--- src/rtl/mem_bist_ctrl.sv ---
// Memory BIST sequencer: writes a seeded address pattern to every word, reads it back,
// counts mismatches (saturating) and latches the first failing address.
module mem_bist_ctrl #(
  parameter int unsigned WID_MEM   = 64,
  parameter int unsigned DEPTH_MEM = 512,
  parameter int unsigned ADDR_W    = 10,
  parameter int unsigned ERR_W     = 16
) (
  input  logic               clk,
  input  logic               reset,
  input  logic               start,
  input  logic               mode,
  input  logic [WID_MEM-1:0] seed,
  output logic               busy,
  output logic               done,
  output logic               pass,
  output logic [ERR_W-1:0]   err_count,
  output logic [ADDR_W-1:0]  first_err_addr,
  output logic [ADDR_W-1:0]  mem_raddr,
  output logic [ADDR_W-1:0]  mem_waddr,
  output logic [WID_MEM-1:0] mem_din,
  output logic               mem_we,
  input  logic [WID_MEM-1:0] mem_dout
);

  typedef enum logic [2:0] {StIdle, StWrite, StRead, StDrain, StDone} state_e;

  localparam logic [ADDR_W-1:0] LastAddr = ADDR_W'(DEPTH_MEM - 1);

  function automatic logic [WID_MEM-1:0] pat(input logic [WID_MEM-1:0] s,
                                             input logic [ADDR_W-1:0]  a);
    return s ^ WID_MEM'(a);
  endfunction

  state_e               state_q, state_d;
  logic [ADDR_W-1:0]    addr_q, addr_d;
  logic [WID_MEM-1:0]   seed_q, seed_d;
  logic                 mode_q, mode_d;
  logic                 cmp_v_q, cmp_v_d;
  logic [ADDR_W-1:0]    cmp_a_q, cmp_a_d;
  logic [ERR_W-1:0]     err_q, err_d;
  logic [ADDR_W-1:0]    first_q, first_d;

  logic                 busy_q, done_q, pass_q, mem_we_q;
  logic [ADDR_W-1:0]    mem_raddr_q, mem_waddr_q;
  logic [WID_MEM-1:0]   mem_din_q;

  always_comb begin
    state_d = state_q;
    addr_d  = addr_q;
    seed_d  = seed_q;
    mode_d  = mode_q;
    cmp_v_d = 1'b0;
    cmp_a_d = cmp_a_q;
    err_d   = err_q;
    first_d = first_q;

    // Readback for cmp_a_q arrives this cycle; err_q==0 means no error seen since start.
    if (cmp_v_q && (mem_dout != pat(seed_q, cmp_a_q))) begin
      if (err_q == '0) first_d = cmp_a_q;
      if (err_q != '1) err_d = err_q + ERR_W'(1);
    end

    unique case (state_q)
      StIdle, StDone: begin
        if (start) begin
          seed_d  = seed;
          mode_d  = mode;
          addr_d  = '0;
          err_d   = '0;
          first_d = '0;
          state_d = mode ? StRead : StWrite;
        end
      end
      StWrite: begin
        if (addr_q == LastAddr) begin
          addr_d  = '0;
          state_d = StRead;
        end else begin
          addr_d = addr_q + ADDR_W'(1);
        end
      end
      StRead: begin
        cmp_v_d = 1'b1;
        cmp_a_d = addr_q;
        if (addr_q == LastAddr) state_d = StDrain;
        else                    addr_d  = addr_q + ADDR_W'(1);
      end
      StDrain: state_d = StDone;
      default: state_d = StIdle;
    endcase
  end

  // Outputs are registered from next-state values so they line up with the state they describe.
  always_ff @(posedge clk) begin
    if (reset) begin
      state_q     <= StIdle;
      addr_q      <= '0;
      seed_q      <= '0;
      mode_q      <= 1'b0;
      cmp_v_q     <= 1'b0;
      cmp_a_q     <= '0;
      err_q       <= '0;
      first_q     <= '0;
      busy_q      <= 1'b0;
      done_q      <= 1'b0;
      pass_q      <= 1'b0;
      mem_we_q    <= 1'b0;
      mem_raddr_q <= '0;
      mem_waddr_q <= '0;
      mem_din_q   <= '0;
    end else begin
      state_q     <= state_d;
      addr_q      <= addr_d;
      seed_q      <= seed_d;
      mode_q      <= mode_d;
      cmp_v_q     <= cmp_v_d;
      cmp_a_q     <= cmp_a_d;
      err_q       <= err_d;
      first_q     <= first_d;
      busy_q      <= state_d inside {StWrite, StRead, StDrain};
      done_q      <= (state_d == StDone);
      pass_q      <= (state_d == StDone) && (err_d == '0);
      mem_we_q    <= (state_d == StWrite) && !mode_d;
      mem_raddr_q <= addr_d;
      mem_waddr_q <= addr_d;
      mem_din_q   <= (state_d == StWrite) ? pat(seed_d, addr_d) : '0;
    end
  end

  assign busy           = busy_q;
  assign done           = done_q;
  assign pass           = pass_q;
  assign err_count      = err_q;
  assign first_err_addr = first_q;
  assign mem_raddr      = mem_raddr_q;
  assign mem_waddr      = mem_waddr_q;
  assign mem_din        = mem_din_q;
  assign mem_we         = mem_we_q;

endmodule
--- config.mk ---
export PLATFORM = sky130hd
export DESIGN_NAME = mem_bist_ctrl
export DESIGN_NICKNAME = d
export VERILOG_FILES = /design/src/rtl/mem_bist_ctrl.sv
export SDC_FILE = /design/constraint.sdc
export NUM_CORES = 1
export LEC_CHECK = 0
export ABC_CLOCK_PERIOD_IN_PS = 2750
export CAP_MARGIN = 0
export CORE_UTILIZATION = 46
export CTS_BUF_LIST = sky130_fd_sc_hd__clkbuf_16
export DETAILED_ROUTE_END_ITERATION = 6
export PLACE_DENSITY_LB_ADDON = 0.12
export SETUP_SLACK_MARGIN = 0.4
export SLEW_MARGIN = 20
export SYNTH_ARGS = -nofsm -noshare
export SYNTH_HDL_FRONTEND = slang
export SYNTH_SLANG_ARGS = --single-unit
--- constraint.sdc ---
create_clock -name clk -period 2.75 [get_ports clk]
set_clock_uncertainty 0.2 [all_clocks]
set_input_delay 0.275 -clock clk [delete_from_list [all_inputs] [get_ports clk]]
set_output_delay 0.275 -clock clk [all_outputs]
set_load 0.02 [all_outputs]
==> results.md <==
* Status: completed
* Min-Delay Endpoint: cmp_a_q[2]
* Slowest cell on crit path: dfxtp_2
* Seq/Total Area, Yosys at approximately half
* TritonCTS clock tree: done
* Wire length per cell at 17.7 µm
* Post-Route WL at 22.8 mm
* Mapped Area at 7440 µm²
* Standard-cell rows at 46
* Adder-Cell Fraction of Synth Area at 0.672%
* GRT Total Usage at between 20% and 30%
* EDFF count, synth at 0
* Cells after Synth at ~800
* Yosys warning total at 0
* Nets@finish at between 1000 and 1500
* Fin Hold WS at about 0.29 ns
* Max-slew violations at 0
* IR drop worst, VDD at around 0.00047 V
* Finished Core Util at approximately 76%
* Most used cell, CP: nand4_1
* R2R Setup Slk at a little under 0.09 ns
* Post-synth net total at a little over 900
* GP Congestion at 0.830
* Reg2reg start: seed_q[19]
* Clock group share of total power at 38.8%
* # DRC at 0
* Yosys reg bits at between 150 and 200
* Final hold vios at 0
* Pwr dens at between 500 and 600 nW/µm²
* CTS buffer count at 17
* Overall die height at roughly 130 µm
* Worst-case reg-to-reg path depth at 11
* Async S/R FF share, synth at 0%
* Die span in x at about 130 µm
* Layout area overhead at 61.4%
* Routed Antenna Nets at 0
* Synth Area in Compound Gates at under 10%
* Final count of negative-setup-slack endpoints at 0
* Vias in the first global route at slightly above 6000
* Worst-Margin Slew at 0.630 ns
* Final HPWL DP at between 10 and 15 mm
* Initial antenna violation count at 0
* Min-delay src: cmp_a_q[2]
* Port Buf Inserts at about 250
* Clock Path Buffers at 2
* Largest net degree at the start of global routing at between 50 and 60
* Yosys cell types at a little under 60
* First-pass GRT wire length at roughly 32 mm
* Htree depth at 4
* Detailed Route Iter0 Violations at 436
* Unrepaired setup endpoints after global routing: yes
* Combinational share of power at 17.8%
* Clock transition at path regs at ~0.070 ns
* Crit path kind: reg -> reg
* Startpoint Class: register
* Hold path depth at 2
* Max Cap Violations at 0
* Layout cells sized above 1 at a little over a fifth
* Max Fclk at 0.376 GHz
* Sw frac at 25.7%
* Antenna Cells at 0
* Simple-Gate Fraction of Synth Area at between 10% and 20%
* Dominant synthesized flop cell: dfxtp_1
* Vias post-DR at about 6500
* Initial core utilization at between 40% and 50%
* Total negative slack at 0 ns
* Reg power frac at 43.4%
* Leak pwr at around 0.0045 µW
* Total grt overflow at 0
* Min-Delay Path Class: reg -> reg
* Crit path max fanout at 5
* CP cell instances: xnor2_1 -> nand4_1 -> nor4_2 -> buf_4 -> nand4_4 -> buf_6 -> o21a_1 -> nand4_1 -> clkbuf_16 -> mux2i_1 -> nor2_1
* Critical path's largest stage delay at roughly 0.33 ns
* Sw Pwr at 1680 µW
* Mux cell area share after synthesis at 10.8%
* Worst setup EP type: register
* Clk sinks at approximately 180
* # IOs at 246
* Combinational family with the most area after synthesis: simple AND/OR/NAND/NOR gates
* Cell-internal power at roughly 4900 µW
* Worst reg2reg endpoint: first_err_addr[5]
* Avg Cell Area, Syn at 9.52 µm²
* DIE AREA at 16700 µm²
* Worst EP arrival at around 2.8 ns
* XOR/XNOR share of the synthesized area at a little under an eighth
* Filler cells at between 1000 and 1500
* Root buffer cell: clkbuf_16
* Core ar. at approximately 16000 µm²
* Period utilization at 96.8%
* Pre-antenna DRT Iters at 4
* Post-layout min period at between 2 and 3 ns
* Worst-skew pair later-pin latency at approximately 0.43 ns
* Data required time of the critical path at 2.85 ns
* Slew Limit Headroom at 57.9%
* Vias per inst at approximately 5.1
flip-flops by register name, summed over array words and instances (netlist names):
register	count
mem_din	64
seed_q	64
err_count	16
cmp_a_q	10
first_err_addr	10
mem_waddr	10
state_q	3
busy	1
cmp_v_q	1
done	1
mem_we	1
mode_q	1
pass	1
through the flow:
| stage | instances | setup WS (ns) | total power (µW) | area, µm² |
|---|---|---|---|---|
| global placement | 1228 | -0.481 | 3810 | 10200 |
| floorplan | 782 | 0.405 | 3410 | 7450 |
| CTS | 1270 | 0.102 | 6360 | 11100 |
| finish | 1291 | 0.0886 | 6550 | 12000 |
| global route | 1291 | -0.0568 | 6770 | 12000 |
| detailed placement | 1228 | -0.508 | 3820 | 10200 |
cells in the mapped netlist, types with 4 or more instances:
master,n,area [µm²]
a21oi_1,25,125
nand3_1,11,55.1
nor2b_1,8,50.1
dfxtp_1,183,3660
buf_4,11,82.6
mux2i_1,78,781
buf_2,12,60.1
xnor2_1,80,701
nor2_1,189,709
ha_1,4,50.1
inv_1,6,22.5
xor2_1,17,149
nand4_1,16,100
nand2b_1,6,37.5
nand2_1,32,120
and3_1,4,25.0
o21ai_0,8,40.0
nor4_1,12,75.1
clkbuf_1,19,71.3
placed cells by master, fill, tap and decap left out, types with 18 or more instances in the layout:
cell | synthesis | final
a21oi_1 | 25 | 19
buf_4 | 11 | 35
clkbuf_16 | 0 | 23
clkdlybuf4s50_1 | 0 | 243
dfxtp_1 | 183 | 165
dfxtp_2 | 0 | 18
mux2i_1 | 78 | 75
nand2_1 | 32 | 27
nor2_1 | 189 | 133
nor2_4 | 0 | 49
xnor2_1 | 80 | 69
worst max-delay path by stage:
stage | start | end | cells past startpoint
after detailed placement | mem_dout[59] | pass | 10
after CTS | seed_q[50] | pass | 9
final | seed_q[19] | first_err_addr[5] | 11
after floorplan | seed_q[59] | pass | 9
after global placement | mem_dout[50] | pass | 10
after global routing | seed_q[26] | first_err_addr[5] | 11
critical path: cells and delay by family, from the launching register on:
family	cells	cell delay, ns
DFF	1	0.33
xor gates and xnor gates	1	0.14
AOI/OAI and AO/OA	1	0.22
buffers and inverters	3	0.57
muxes	1	0.20
and+or+nand+nor	5	0.86
layout make-up:
class / count / area [µm²] / area share, %
multi-input cells: 547 / 4260 / 35.5
clock buffers: 17 / 425 / 3.54
clock inverters: 15 / 188 / 1.56
well taps: 216 / 270 / 2.25
inverters: 7 / 26.3 / 0.219
repair buffers: 306 / 3160 / 26.3
flip-flops and latches: 183 / 3690 / 30.7
layer usage:
layer	track usage, %	vias up	wire length [µm]
li1	-	3172	-
met1	30.4	3112	9240
met2	43.0	202	11500
met3	6.19	34	1540
met4	8.79	0	553
met5	0	-	0
cell families after synthesis:
group | count (synthesis)
flip-flops | 183
buffers and inverters | 53
XOR/XNOR | 97
multiplexers | 80
AND/OR/NAND/NOR | 302
adder cells (fa/ha/maj) | 4
AO/OA/AOI/OAI | 63
repair_timing:
action | in CTS | in global routing
pin swaps | 22 | 93
hold endpoints to repair | 1 | 0
buffers inserted | 8 | 12
hold buffers | 1 | 0
endpoints found under the setup margin | 96 | 98
gates resized for setup | 36 | 167
gates cloned | 1 | 9
power groups by stage:
stage / combinational [µW] / clock [µW] / sequential (µW)
after global placement: 921 / 0 / 2890
after CTS: 961 / 2560 / 2840
final: 1160 / 2540 / 2840
after global routing: 1240 / 2680 / 2850
after detailed placement: 928 / 0 / 2890
after floorplan: 486 / 0 / 2930
Power figures use the tool's default switching activity.
